[src/rtl/servo_pdm_decoder.sv]
// Servo pulse decoder: measures the pulse high time and converts it back to an 8-bit duty code.
// Latency: valid/err strobe a few clocks after the input falling edge (2 sync + edge detect + output register).
// Backpressure: none; the consumer must take each one-cycle valid/err strobe as it occurs.
//
// Ports:
//   clk     - global clock
//   rst     - synchronous, active-high reset
//   en      - enable; low holds the decoder idle and drops any partial pulse
//   pdm_in  - asynchronous servo pulse input
//   duty    - last decoded duty value (holds across errors)
//   valid   - one-cycle strobe when duty is updated
//   err     - one-cycle strobe on a malformed or aborted pulse
//   lost    - level; no valid frame within LOST_CLKS
module servo_pdm_decoder #(
  parameter int clk_hz    = 25000000,
  parameter int PW_BASE   = 27501,
  parameter int PW_SHIFT  = 6,
  parameter int PW_GUARD  = 1250,
  parameter int PW_ABORT  = 75000,
  parameter int LOST_CLKS = clk_hz / 1000 * 40
) (
  input  logic       clk,
  input  logic       rst,
  input  logic       en,
  input  logic       pdm_in,
  output logic [7:0] duty,
  output logic       valid,
  output logic       err,
  output logic       lost
);

  localparam int CW    = $clog2(PW_ABORT + 1);
  localparam int LW    = $clog2(LOST_CLKS + 1);
  localparam int W_MIN = PW_BASE - PW_GUARD;
  localparam int W_MAX = PW_BASE + (255 << PW_SHIFT) + PW_GUARD;
  // Half an LSB, so the shift rounds to nearest instead of truncating.
  localparam int HALF  = 1 << (PW_SHIFT - 1);

  typedef enum logic [1:0] {IDLE, WAIT_RISE, MEASURE, WAIT_LOW} state_t;

  state_t          state;
  logic [CW-1:0]   cnt;
  logic [LW-1:0]   lcnt;

  // The synchroniser is deliberately left out of reset: it keeps tracking the
  // pin while rst is high, so a pulse already in progress at release is seen
  // as high and IDLE refuses to measure it.
  logic s_meta, s, s_d;
  always_ff @(posedge clk) begin
    s_meta <= pdm_in;
    s      <= s_meta;
    s_d    <= s;
  end

  logic rise, fall;
  assign rise = s & ~s_d;
  assign fall = ~s & s_d;

  // Classification of the measured width, used in the cycle the fall is seen.
  int         w_i;
  int         d_i;
  logic       in_range;
  logic [7:0] d_clamp;
  always_comb begin
    w_i      = int'(cnt);
    d_i      = (w_i - PW_BASE + HALF) >>> PW_SHIFT;
    in_range = (w_i >= W_MIN) && (w_i <= W_MAX);
    d_clamp  = 8'd0;
    if (d_i > 255)
      d_clamp = 8'd255;
    else if (d_i >= 0)
      d_clamp = d_i[7:0];
  end

  always_ff @(posedge clk) begin
    if (rst) begin
      state <= IDLE;
      cnt   <= '0;
      lcnt  <= '0;
      duty  <= 8'd0;
      valid <= 1'b0;
      err   <= 1'b0;
      lost  <= 1'b1;
    end else if (!en) begin
      state <= IDLE;
      cnt   <= '0;
      lcnt  <= '0;
      valid <= 1'b0;
      err   <= 1'b0;
    end else begin
      valid <= 1'b0;
      err   <= 1'b0;

      // Frame watchdog: restarts on every rising edge, saturates at the limit.
      if (rise)
        lcnt <= '0;
      else if (lcnt != LW'(LOST_CLKS))
        lcnt <= lcnt + 1'b1;
      if (lcnt == LW'(LOST_CLKS))
        lost <= 1'b1;

      case (state)
        IDLE: begin
          if (!s) state <= WAIT_RISE;
        end
        WAIT_RISE: begin
          if (rise) begin
            cnt   <= CW'(1);
            state <= MEASURE;
          end
        end
        MEASURE: begin
          if (s) begin
            if (cnt == CW'(PW_ABORT)) begin
              err   <= 1'b1;
              state <= WAIT_LOW;
            end else begin
              cnt <= cnt + 1'b1;
            end
          end else if (fall) begin
            state <= WAIT_RISE;
            if (in_range) begin
              duty  <= d_clamp;
              valid <= 1'b1;
              // Written after the watchdog so a good frame wins a same-cycle tie.
              lost  <= 1'b0;
            end else begin
              err <= 1'b1;
            end
          end else begin
            state <= WAIT_RISE;
          end
        end
        WAIT_LOW: begin
          if (!s) state <= WAIT_RISE;
        end
        default: state <= IDLE;
      endcase
    end
  end

endmodule

[config.mk]
export PLATFORM = sky130hd
export DESIGN_NAME = servo_pdm_decoder
export DESIGN_NICKNAME = d
export VERILOG_FILES = /design/src/rtl/servo_pdm_decoder.sv
export SDC_FILE = /design/constraint.sdc
export NUM_CORES = 1
export LEC_CHECK = 0
export CORE_MARGIN = 2
export CORE_UTILIZATION = 40
export DETAILED_ROUTE_END_ITERATION = 10
export MAX_ROUTING_LAYER = met4
export PLACE_DENSITY = 0.68
export SLEW_MARGIN = 5
export SYNTH_ARGS = -nofsm -noshare
export SYNTH_HDL_FRONTEND = slang
export SYNTH_SLANG_ARGS = --single-unit
[constraint.sdc]
create_clock -name clk -period 3 [get_ports clk]
set_input_delay 0.45 -clock clk [delete_from_list [all_inputs] [get_ports clk]]
set_output_delay 0.45 -clock clk [all_outputs]
set_load 0.02 [all_outputs]
==> key figures, run 1 <==
Critical path
  • Cell Chain, Critical Path: inv_1 -> ha_1 -> nand3b_1 -> nand2_1 -> or4_1 -> a21o_1 -> a2111oi_4 -> inv_2 -> o311a_4 -> a221o_1
  • Slowest-stage cell, CP: or4_1
  • Critical path arrival: 2.99 ns
  • Required time worst endpoint: 3.21 ns
  • Crit. End Element: register
  • Crit path max fanout: 8
  • Setup crit start kind: register
  • WS Path Type: register to register
  • Critical Path Max Stage Delay: 0.46 ns

Detailed routing
  • Vias per cell: 5.49
  • Vias: 2721
  • 1st-iter DRT viols: 225
  • WL/cell: 13.6 µm
  • DRC Markers: 0
  • Final WL: 6.77 mm
  • Pre-Repair DR Iteration Count: 4
  • Post-DRT Antenna Nets: 0

Die
  • Die width: 92.5 µm
  • # IOs: 15
  • Die Area: 0.00855 mm²
  • Core box area: approximately 0.0076 mm²
  • Initial Util: between 40% and 50%
  • Die Ht: 92.5 µm
  • Standard-cell rows: 32

Clocking
  • Clock transition at path regs: 0.10 ns
  • Clock buffer depth: 2
  • Htree depth: 2
  • # Post-CTS Setup Buffers: 0
  • CTS Buf Count: 5
  • CTS Sinks: 53
  • Hold_buf cts: 0
  • Root buf cell: clkbuf_8
  • CTS tree: yes
  • Worst skew pair latency: 0.31 ns

Synth
  • Cell Area, Synth: between 0.003 and 0.004 mm²
  • EDFF count, synth: 0
  • Post-synthesis async set-or-reset flop share: 0%
  • Distinct cells, synth: 58
  • Mean Syn Cell Area: 8.23 µm²
  • Yosys warns: 0
  • Sequential fraction of the synthesis area: approximately 34%
  • Syn nets: 392
  • Register bit total from synthesis: 53
  • Syn Inst Count: 380
  • Ys flop type: dfxtp_1

Layout
  • Layout cells sized above 1: 9.39%
  • Final #Nets: 406
  • Non-filler instance count after layout: 496
  • Fillers: between 700 and 800
  • Area grow syn2layout: 12.6%
  • ANT cells: 0

STA
  • Fmax: 0.360 GHz
  • Fin crit share: 92.5%
  • Least-Margin Pin Slew: 0.681 ns
  • Min Tclk post-route: 2.78 ns
  • Final Skew: 0.00855 ns
  • RSZ-0062 raised after global routing: false
  • Final setup violation count: 0
  • Max Slew Vio Count: 0
  • TNS Setup: 0 ns
  • Max-slew headroom: 53.9%
  • Final Hold Vio Count: 0
  • Final hold slack: between 0.3 and 0.4 ns

Power and ir drop
  • Tot Pwr: between 1000 and 1500 µW
  • Power Dens Cells: 353 mW/mm²
  • Peak supply drop: roughly 0.23 mV
  • P_leak: 0.00119 µW

Placement
  • Placed Cells: between 400 and 500
  • Port-buffer cells: 14
  • GPL Wtd Cong: 0.869
  • Detailed placer's ending HPWL: around 5 mm

Min path
  • HP Class: register to register

Global routing
  • Overflow after GRT: 0
  • Initial antenna violation count: 0
  • Vias in the first global route: 2515
  • Largest net degree at the start of global routing: 21
  • First-pass GRT wire length: around 11 mm
  • Gr usage total: 16.9%

Flow run
  • Max Cap Violations: 0

Run status
  • Outcome: completed
[cell families after synthesis]
kind of cell / after synthesis / share of synthesized area, %
adders and majority gates: 8 / 3.20
xor gates and xnor gates: 45 / 12.6
buffers and inverters: 35 / 4.88
AOI/OAI and AO/OA: 69 / 16.7
DFF: 53 / 33.9
muxes: 3 / 0.960
and+or+nand+nor: 167 / 27.8
[sequential cells by signal, indices dropped and copies added (netlist names)]
name / count
err: 1
s: 1
lost: 1
s_meta: 1
s_d: 1
duty: 8
lcnt: 20
cnt: 17
state: 2
valid: 1
[power breakdown]
| part | switching, µW | leakage [µW] | internal (µW) |
|---|---|---|---|
| clock network | 240 | 0.0000546 | 247 |
| registers | 4.36 | 0.000429 | 708 |
| logic | 27.0 | 0.000703 | 17.6 |
| total | 272 | 0.00119 | 973 |
[layout make-up]
| type | count | area, µm² | share of cell area, % |
|---|---|---|---|
| clock buffers | 5 | 68.8 | 1.95 |
| multi-input cells | 292 | 1930 | 54.7 |
| flip-flops and latches | 53 | 1060 | 30.1 |
| clock inverters | 2 | 38.8 | 1.10 |
| repair buffers | 28 | 245 | 6.96 |
| well taps | 102 | 128 | 3.62 |
| inverters | 14 | 52.6 | 1.49 |
[final timing paths]
check	to	startpoint	depth (start not counted)	slack [ns]
setup / recovery	duty[0]	cnt[1]	10	0.22
hold reg to reg	s	s_meta	0	0.34
hold / removal	s	s_meta	0	0.34
setup reg to reg	duty[0]	cnt[1]	10	0.22
[synthesized netlist by cell type, types with 7 or more instances]
library cell,instances,share of area [%]
ha_1,8,3.2
a21oi_1,13,2.1
xor2_1,23,6.4
nor2_1,52,6.2
nand3_1,16,2.6
o21ai_0,11,1.8
dfxtp_1,53,34
nor3_1,9,1.4
inv_1,12,1.4
nand2_1,30,3.6
nand3b_1,7,1.7
clkbuf_1,13,1.6
xnor2_1,22,6.2
a211oi_1,7,1.7
nand4_1,11,2.2
a221o_1,9,2.9
[repair_timing]
item | 4_1_cts | 5_1_grt
resized for setup | 0 | 5
endpoints found under the setup margin | 0 | 8
endpoints found under the hold margin | 0 | 0
[placed cells by master, fill, tap and decap left out, drive strengths merged, types with 4 or more instances in the layout]
master         synthesis  routed
ha                     8       8
nand3b                 7       7
a221o                  9       9
and2                   4       4
nand2                 31      31
xor2                  23      23
nor2                  53      53
nand4                 11      11
xnor2                 22      22
a21oi                 13      13
inv                   14      15
nor2b                  5       5
a211oi                 7       7
o211ai                 5       5
clkbuf                13       5
o21ai                 17      17
nand2b                 4       4
clkdlybuf4s50          0      14
and3                   5       5
buf                    8      14
nand3                 16      16
nor4                   4       4
dfxtp                 53      53
nor3                   9       9
[critical path, delay by kind of cell (launching register included)]
kind                     cells  cell delay [ns]
buffers and inverters        2             0.12
adder cells (fa/ha/maj)      1             0.16
AO/OA/AOI/OAI                4             1.29
flip-flops                   1             0.37
AND/OR/NAND/NOR              3             0.74
[routing by layer]
metal  share of wire, %  GRT usage (%)  vias up
met1                 45           21.4     1288
li1                   -              -     1366
met3                4.9           2.69        5
met4               0.53           5.22        0
met2                 50           28.0       62
met5                  0              -        -
[stage by stage]
step | area, µm² | utilization [%] | worst slack, ns
2_1_floorplan | 3130 | - | 0.234
3_3_place_gp | 3400 | 44.5 | 0.226
3_5_place_dp | 3400 | 44.5 | 0.155
4_1_cts | 3510 | 45.9 | 0.139
5_1_grt | 3520 | 46.1 | 0.0144
6_report | 3520 | 46.1 | 0.224
Note: power is estimated with default switching activity, not from simulation.
==> run 2: changes to the inputs <==
Settings changed: HOLD_SLACK_MARGIN set to 0.03.
==> results of run 2 <==
No change in the layout: final DEF, timing and power equal those of run 1.
==> run 3: changes to the inputs <==
Settings changed: CORE_UTILIZATION 40 to 30, CTS_CLUSTER_DIAMETER set to 120, PLACE_DENSITY 0.68 to 0.56, SKIP_CTS_REPAIR_TIMING set to 1.
==> run 3 against run 2 <==
Clock power shrank 11%; clock skew grew 0.0040 ns; global-route usage shrank 3.1 points; sequential share of layout area shrank 0.74 points; critical path depth is the same; power shrank 4.1%; final area grew 2.9%; worst hold slack gained 0.015 ns; via count shrank 0.85%; combinational power grew 2%; sequential power is essentially flat; die area grew 32%; largest cell class unchanged.
==> key figures, run 3 (synthesis results as in run 1) <==
Run status
  • Outcome: completed

Detailed routing
  • Final WL: 7.05 mm (+4.1%)
  • 1st-iter DRT viols: 105 (-53%)
  • Vias per cell: 5.02 (-8.4%)
  • DRC Markers: 0 (unchanged)
  • Post-DRT Antenna Nets: 0 (unchanged)
  • Pre-Repair DR Iteration Count: 4 (unchanged)
  • WL/cell: 13.1 µm (-3.8%)
  • Vias: 2698 (-0.85%)

Power and ir drop
  • Flop pwr share: 59.7% (+2.5 points)
  • Comb power frac: 3.8% (+0.2 points)
  • P_leak: 0.00121 µW (+1.8%)
  • Power Dens Cells: 329 mW/mm² (-6.8%)
  • Clock network fraction of total power: 36.6% (-2.6 points)
  • Cell-internal power: 901 µW (-7.4%)
  • P_sw: 293 µW (+8.0%)
  • Peak supply drop: 0.164 mV (-28%)
  • Switching Fraction: 24.6% (+2.7 points)

STA
  • Fin crit share: 94.4% (+1.8 points)
  • RSZ-0062 raised after global routing: false
  • Max-slew headroom: 31.7% (-22 points)
  • Final Hold Vio Count: 0 (unchanged)
  • Min Tclk post-route: 2.83 ns (+0.0548 ns)
  • Fmax: 0.353 GHz (-1.9%)
  • Final Skew: 0.0125 ns (+0.00399 ns)
  • Final setup margin: 0.169 ns (-0.0548 ns)
  • Final setup violation count: 0 (unchanged)
  • Least-Margin Pin Slew: 1.02 ns (+0.342 ns)
  • Max Slew Vio Count: 0 (unchanged)
  • TNS Setup: 0 ns (unchanged)

Global routing
  • Largest net degree at the start of global routing: 21 (unchanged)
  • Vias in the first global route: 2686 (+6.8%)
  • Initial antenna violation count: 0 (unchanged)
  • First-pass GRT wire length: 12.5 mm (+9.0%)
  • Gr usage total: 13.8% (-3.1 points)
  • Overflow after GRT: 0 (unchanged)

Layout
  • Largest reg by FF count: lcnt
  • Non-filler instance count after layout: 537 (+8.3%)
  • Area grow syn2layout: 15.8%
  • ANT cells: 0 (unchanged)
  • Commonest cells after routing, fill and taps aside: 52 x nor2_1, 51 x dfxtp_1, 30 x nand2_1, 23 x xor2_1, 22 x xnor2_1
  • Final #Nets: 412 (+1.5%)
  • Layout cells sized above 1: 11.5% (+2.1 points)
  • Largest registers: lcnt (20), cnt (17), duty (8)
  • Max reg flops: 20 (unchanged)
  • Commonest non-fill, non-tap cell in the layout: nor2_1

Critical path
  • R2R depth: 10 (unchanged)
  • Critical path arrival: 3.04 ns (+0.05 ns)
  • Critical R2R Launch: cnt[1]
  • Reg-to-reg slack, setup: 0.17 ns (-0.05 ns)
  • Required time worst endpoint: 3.21 ns (about the same)
  • Crit. End Element: register
  • WS Path Type: register to register
  • R2R Path End: duty[5]
  • Crit path max fanout: 8 (unchanged)
  • Setup crit start kind: register

Die
  • Die width: 106 µm (+15%)
  • Initial Util: 30.6% (-10 points)
  • Standard-cell rows: 37 (+16%)
  • Core box area: 0.0102 mm² (+34%)
  • Die Area: 0.0113 mm² (+32%)
  • # IOs: 15 (unchanged)
  • Die Ht: 106 µm (+15%)

Placement
  • Detailed placer's ending HPWL: 5.43 mm (+8.9%)
  • Pre-CTS setup slack: 0.0281 ns (-0.127 ns)
  • GPL Wtd Cong: 0.939 (+8.0%)
  • Placed Cells: 529 (+8.2%)
  • Port-buffer cells: 14 (unchanged)

Clocking
  • CTS Buf Count: 5 (unchanged)
  • Root buf cell: clkbuf_8
  • Clock transition at path regs: 0.11 ns (about the same)
  • Clock buffer depth: 2 (unchanged)
  • Worst skew pair latency: 0.31 ns (about the same)
  • CTS Sinks: 53 (unchanged)
  • Htree depth: 2 (unchanged)
  • CTS tree: yes

Min path
  • Hold Path End: s
  • Min-Delay Path Depth: 0 (unchanged)
  • HP Class: register to register
  • Hold Path Origin: s_meta

Flow run
  • Max Cap Violations: 0 (unchanged)
run 3: critical path, stage by stage (launching register included):
cell	delay (ns)
dfxtp_4	0.40
inv_1	0.05
ha_1	0.19
nand3b_1	0.30
a211oi_2	0.33
o21ai_1	0.15
or3_1	0.35
a211oi_2	0.24
nor2_1	0.08
o311a_4	0.35
a221o_1	0.27
run 3: power by group through the flow:
stage / registers, µW / logic, µW / clock network [µW]
global route: 713 / 52.0 / 488
global placement: 729 / 44.9 / 0
floorplan: 728 / 29.1 / 0
CTS: 713 / 45.7 / 458
detailed placement: 729 / 45.5 / 0
finish: 712 / 45.2 / 436
run 3: area by class of cell:
class	instances	area [µm²]
tap	136	170
sequential	53	1070
clock inverter	3	28.8
timing repair buffer	34	290
multi-input combinational	292	1950
clock buffer	5	68.8
fill	1064	6610
inverter	14	52.6
run 3: per-layer routing:
layer | part of all wire, % | up-vias | routed length [µm] | track usage [%]
li1 | - | 1383 | - | -
met2 | 48 | 41 | 3420 | 23.4
met3 | 3.0 | 4 | 211 | 2.76
met4 | 0.81 | 0 | 57 | 3.57
met5 | 0 | - | 0 | -
met1 | 48 | 1270 | 3360 | 16.8
run 3: per-stage QoR:
| step | total power, µW | hold slack [ns] | util (%) | area (µm²) |
|---|---|---|---|---|
| CTS | 1220 | 0.355 | 35.1 | 3590 |
| floorplan | 757 | 0.310 | - | 3130 |
| global route | 1250 | 0.364 | 35.4 | 3620 |
| global placement | 774 | 0.336 | 34.1 | 3490 |
| finish | 1190 | 0.356 | 35.4 | 3620 |
| detailed placement | 775 | 0.330 | 34.1 | 3490 |
run 3: worst max path at each step:
stage	from	to	slack, ns	cells after the start
final	cnt[1]	duty[5]	0.17	10
after global placement	cnt[1]	duty[7]	0.11	13
after CTS	cnt[1]	duty[5]	-0.001	13
after floorplan	cnt[0]	duty[1]	0.23	14
after global routing	cnt[1]	duty[5]	0.005	10
after detailed placement	cnt[1]	duty[5]	0.03	13
